$ cat src/rtl/alu_op_sequencer.sv
// alu_op_sequencer
// Multi-cycle controller that runs one ALU operation per request over the
// shared internal bus. It loads Y with operand A, presents operand B with the
// ALU control code, holds extra settle cycles for mul/div, captures the
// 2*REG_SIZE-bit Z result and returns it through a valid/ready response.
//
// Optional build macro: ALU_SEQ_DIV0_CHECK_EN
//   defined   - a div whose B operand is zero is answered immediately with
//               rsp_err=1, rsp_lo=all ones, rsp_hi=0, and no Y/Z strobes.
//   undefined - div by zero runs the normal sequence like any other div.
//
// Ports:
//   clk        rising-edge clock
//   clr        asynchronous active-low reset
//   req_valid  request present          req_ready  accepting (IDLE only)
//   req_op     4-bit ALU op code        req_a/b    operands A and B
//   bus_data   value driven onto the ALU bus input
//   y_load     Y register load strobe   alu_ctrl   ALU control code
//   z_load     Z register load strobe   z_data_in  ALU result (2*REG_SIZE)
//   rsp_valid  result available         rsp_ready  consumer accepts result
//   rsp_lo/hi  result low/high word     rsp_err    illegal op or div-by-zero
module alu_op_sequencer #(
  parameter int unsigned REG_SIZE     = 32,
  parameter int unsigned MUL_DIV_WAIT = 2
) (
  input  logic                  clk,
  input  logic                  clr,
  input  logic                  req_valid,
  output logic                  req_ready,
  input  logic [3:0]            req_op,
  input  logic [REG_SIZE-1:0]   req_a,
  input  logic [REG_SIZE-1:0]   req_b,
  output logic [REG_SIZE-1:0]   bus_data,
  output logic                  y_load,
  output logic [3:0]            alu_ctrl,
  output logic                  z_load,
  input  logic [2*REG_SIZE-1:0] z_data_in,
  output logic                  rsp_valid,
  input  logic                  rsp_ready,
  output logic [REG_SIZE-1:0]   rsp_lo,
  output logic [REG_SIZE-1:0]   rsp_hi,
  output logic                  rsp_err
);

  localparam int unsigned CW = (MUL_DIV_WAIT > 0) ? $clog2(MUL_DIV_WAIT + 1) : 1;
  localparam logic [3:0]  OP_MUL = 4'b1000;
  localparam logic [3:0]  OP_DIV = 4'b1001;

  typedef enum logic [1:0] {
    IDLE,
    LOAD_Y,
    EXEC,
    RESP
  } state_t;

  state_t               state;
  state_t               state_nxt;
  logic [3:0]           op_q;
  logic [REG_SIZE-1:0]  a_q;
  logic [REG_SIZE-1:0]  b_q;
  logic [CW-1:0]        cnt;
  logic                 cnt_zero;
  logic                 op_illegal;
  logic                 div_zero;

  assign cnt_zero   = (cnt == '0);
  assign op_illegal = req_op[3] & req_op[2];

`ifdef ALU_SEQ_DIV0_CHECK_EN
  // Checked on the accept edge, i.e. against the B value being latched.
  assign div_zero = (req_op == OP_DIV) && (req_b == '0);
`else
  assign div_zero = 1'b0;
`endif

  // alu_ctrl only follows ops that actually reach the ALU, so it keeps the
  // last executed op through error responses and idle periods.
  assign alu_ctrl = op_q;

  always_ff @(posedge clk or negedge clr) begin
    if (!clr) begin
      state <= IDLE;
    end else begin
      state <= state_nxt;
    end
  end

  always_comb begin
    state_nxt = state;
    req_ready = 1'b0;
    rsp_valid = 1'b0;
    y_load    = 1'b0;
    z_load    = 1'b0;
    bus_data  = '0;
    case (state)
      IDLE: begin
        req_ready = 1'b1;
        if (req_valid) begin
          state_nxt = (op_illegal || div_zero) ? RESP : LOAD_Y;
        end
      end
      LOAD_Y: begin
        y_load    = 1'b1;
        bus_data  = a_q;
        state_nxt = EXEC;
      end
      EXEC: begin
        bus_data = b_q;
        z_load   = cnt_zero;
        if (cnt_zero) begin
          state_nxt = RESP;
        end
      end
      RESP: begin
        rsp_valid = 1'b1;
        if (rsp_ready) begin
          state_nxt = IDLE;
        end
      end
      default: state_nxt = IDLE;
    endcase
  end

  always_ff @(posedge clk or negedge clr) begin
    if (!clr) begin
      op_q    <= '0;
      a_q     <= '0;
      b_q     <= '0;
      cnt     <= '0;
      rsp_lo  <= '0;
      rsp_hi  <= '0;
      rsp_err <= 1'b0;
    end else begin
      case (state)
        IDLE: begin
          if (req_valid) begin
            a_q <= req_a;
            b_q <= req_b;
            if (op_illegal) begin
              rsp_err <= 1'b1;
              rsp_lo  <= '0;
              rsp_hi  <= '0;
            end else if (div_zero) begin
              rsp_err <= 1'b1;
              rsp_lo  <= '1;
              rsp_hi  <= '0;
            end else begin
              op_q <= req_op;
            end
          end
        end
        LOAD_Y: begin
          cnt <= ((op_q == OP_MUL) || (op_q == OP_DIV)) ? CW'(MUL_DIV_WAIT) : '0;
        end
        EXEC: begin
          if (!cnt_zero) begin
            cnt <= cnt - CW'(1);
          end else begin
            rsp_lo  <= z_data_in[REG_SIZE-1:0];
            rsp_hi  <= (op_q == OP_MUL) ? z_data_in[2*REG_SIZE-1:REG_SIZE] : '0;
            rsp_err <= 1'b0;
          end
        end
        default: ;
      endcase
    end
  end

endmodule
$ cat config.mk
export PLATFORM = sky130hd
export DESIGN_NAME = alu_op_sequencer
export DESIGN_NICKNAME = d
export VERILOG_FILES = /design/src/rtl/alu_op_sequencer.sv
export SDC_FILE = /design/constraint.sdc
export NUM_CORES = 1
export LEC_CHECK = 0
export ABC_AREA = 1
export BUFFER_PORTS_ARGS = -buffer_cell sky130_fd_sc_hd__buf_2
export CAP_MARGIN = 15
export CORE_ASPECT_RATIO = 0.5
export CORE_UTILIZATION = 53
export DETAILED_ROUTE_END_ITERATION = 7
export PLACE_DENSITY = 0.95
export SETUP_SLACK_MARGIN = 0.3
export SLEW_MARGIN = 20
export SYNTH_ARGS = -nofsm -noshare
export SYNTH_HDL_FRONTEND = slang
export SYNTH_SLANG_ARGS = --single-unit
$ cat constraint.sdc
create_clock -name clk -period 3.5 [get_ports clk]
set_clock_uncertainty 0.15 [all_clocks]
set_input_delay 0.7 -clock clk [delete_from_list [all_inputs] [get_ports clk]]
set_output_delay 0.7 -clock clk [all_outputs]
set_load 0.1 [all_outputs]
==> results.cfg <==
[run_status]
status = finished clean

[cells_and_area]
final.fill_count = 725
fin_area_um2 = 8630
regArea_um2 = 3430
multiInputGateArea_um2 = 2970
finish.net_count = 1062
drive_gt1_share_pct = 41.5
post-route-util_pct = 76.3
synthToLayoutAreaGrowth_pct = 36.3

[timing]
worstMarginPinSlew_ps = 768
hold_viol_final = 0
setup_viol = 0
max_slew_margin_pct = 48.6
min_period_ps = 3130
whs_ps = 184
post-route-period-util_pct = 89.6
fmax_mhz = 319
maxSlewViolCount = 0
tns_ps = 0
rsz0062_at_grt = no

[worst_setup_path]
crit_fanout = 12
endpoint_kind = output pin
rrSetupSlack_ps = 640
cp.arrival_ps = 2280
critPathLaunchType = register
reg2reg_depth = 9
cp-endpoint = bus_data[3]
crit_type = register to output pin
crit_start = state[0]$_DFFE_PN0P_
r2r-end = rsp_lo[6]$_DFFE_PN0P_
reg2reg_from = state[0]$_DFFE_PN0P_
crit_required_ps = 2650

[grt]
grt_pass1_vias = 5791
grt-ovfl-total = 0
grt_usage_pct = 29.0
antenna_found_initial = 1
grt_pass1_wl_um = 27600
grt_max_degree = 81

[detailed_routing]
route.detailed.drc = 0
vias = 5786
avgViaCountPerCell = 5.30
drt_iter0_markers = 492
wirelength_um = 17800
dr.pass1.iters = 5
ant_nets = 0
wl_per_cell_um = 16.3

[logic_synthesis]
synth_fa_ha_area_share_pct = 1.18
syn_area_um2 = 6340
synth-seq-cells = 137
ys_types = 20
synth_compound_area_share_pct = 3.46
yosys_warnings = 0
synthSimpleGateAreaFrac_pct = 24.9
synth_top_family_by_area = simple AND/OR/NAND/NOR gates
syn-num-nets = 836
yosysSeqAreaShare_pct = 54.1
synth_xor_area_share_pct = 0
synth.avg_cell_area_um2 = 9.13
postSynthCellCount = 694
synthMuxAreaShare_pct = 11.4

[placement]
routabilityCongestion = 0.819
hpwl_um = 11300
placed_cell_area_um2 = 7960
port_buffers = 240

[cts]
insertion_delay_ps = 410
ctsHoldBuffers = 0
cts_buffers = 17
cts_buffer_depth = 2
cts_setup_buffers = 0
clk_pin_slew_ps = 70
cts_sinks = 137
root_buffer = clkbuf_16
cts_tree = yes
cts_max_level = 4

[die]
core_area_um2 = 11300
initial_core_util_pct = 56.0
dieWidth_um = 157
die_y_um = 79.3
dieArea_um2 = 12400
io_pins = 241
rows = 27

[hold_path]
hp-class = primary input to asynchronous set/reset pin

[job]
cap_violations = 0
-- cells in the final DEF, fill, tap and decap left out, drive strengths merged, types with 3 or more instances in the layout --
cell / synthesis / layout
nand2: 313 / 313
buf: 24 / 227
dfrtp: 137 / 137
mux2: 64 / 64
clkbuf: 19 / 42
a21oi: 39 / 39
nor2: 35 / 35
nand3b: 32 / 32
inv: 16 / 16
clkinvlp: 0 / 7
ha: 6 / 6
o21ai: 4 / 4
nand3: 4 / 4
clkinv: 0 / 3
-- layout make-up --
type / instances / share of cell area, %
sequential: 137 / 39.7
clock buffer: 19 / 5.25
antenna: 1 / 0.0290
timing repair buffer: 250 / 16.4
tap: 159 / 2.30
inverter: 16 / 0.725
clock inverter: 11 / 1.17
multi-input combinational: 498 / 34.4
-- worst min path at each step --
stage / start / to
floorplan: clr / a_q[0]$_DFFE_PN0P_
global placement: rsp_lo[16]$_DFFE_PN0P_ / rsp_lo[16]$_DFFE_PN0P_
detailed placement: rsp_lo[4]$_DFFE_PN0P_ / rsp_lo[4]$_DFFE_PN0P_
CTS: clr / b_q[27]$_DFFE_PN0P_
global route: clr / a_q[2]$_DFFE_PN0P_
finish: clr / b_q[25]$_DFFE_PN0P_
-- state kept, by name (all words and copies together), names as in the netlist --
| name | flops |
|---|---|
| rsp_hi | 32 |
| cnt | 2 |
| b_q | 32 |
| state | 2 |
| rsp_lo | 32 |
| rsp_err | 1 |
| a_q | 32 |
| alu_ctrl | 4 |
-- cells by family (layout without fill, tap and decap cells) --
| kind of cell | count (synthesis) | in the layout |
|---|---|---|
| AO/OA/AOI/OAI | 43 | 43 |
| AND/OR/NAND/NOR | 385 | 385 |
| adder cells (fa/ha/maj) | 6 | 6 |
| other | 0 | 1 |
| flip-flops | 137 | 137 |
| buffers and inverters | 59 | 296 |
| multiplexers | 64 | 64 |
-- metal layers --
metal | vias up | global-route usage, % | part of all wire (%)
met5 | - | 0 | 0
met4 | 0 | 19.5 | 5.0
met3 | 78 | 6.00 | 4.9
met2 | 253 | 49.7 | 50
met1 | 2796 | 33.4 | 40
li1 | 2659 | - | -
-- through the flow --
stage	cells	setup slack [ps]
floorplan	694	413
global placement	1059	733
detailed placement	1059	609
CTS	1089	310
global route	1091	296
finish	1091	365
-- Yosys cell counts --
| cell | n | area share (%) |
|---|---|---|
| nand2_1 | 312 | 18 |
| dfrtp_1 | 137 | 54 |
| mux2_2 | 64 | 11 |
| a21oi_1 | 38 | 3.0 |
| nor2_1 | 35 | 2.1 |
| nand3b_1 | 32 | 3.8 |
| clkbuf_1 | 19 | 1.1 |
| inv_1 | 15 | 0.89 |
| buf_2 | 11 | 0.87 |
| buf_6 | 10 | 1.8 |
| ha_1 | 6 | 1.2 |
| o21ai_0 | 4 | 0.32 |
| nand3_1 | 3 | 0.24 |
| buf_1 | 2 | 0.12 |
| a21oi_2 | 1 | 0.14 |
| buf_4 | 1 | 0.12 |
| inv_2 | 1 | 0.059 |
| nand2_2 | 1 | 0.099 |
| nand3_2 | 1 | 0.16 |
| nor3_1 | 1 | 0.079 |
-- worst max-delay path, cell delays in order (launching register included) --
cell and delay (ps):
dfrtp_1 450, inv_1 160, ha_1 370, inv_4 270
clkbuf_16 300, a21oi_4 50, clkbuf_4 280
-- timing repair --
action,in CTS,in global routing
endpoints found under the setup margin,32,24
gates cloned,0,1
resized for setup,3,23
Power is not shown: default switching activity piles up to over one toggle a cycle in this logic, so the estimate is an artifact.
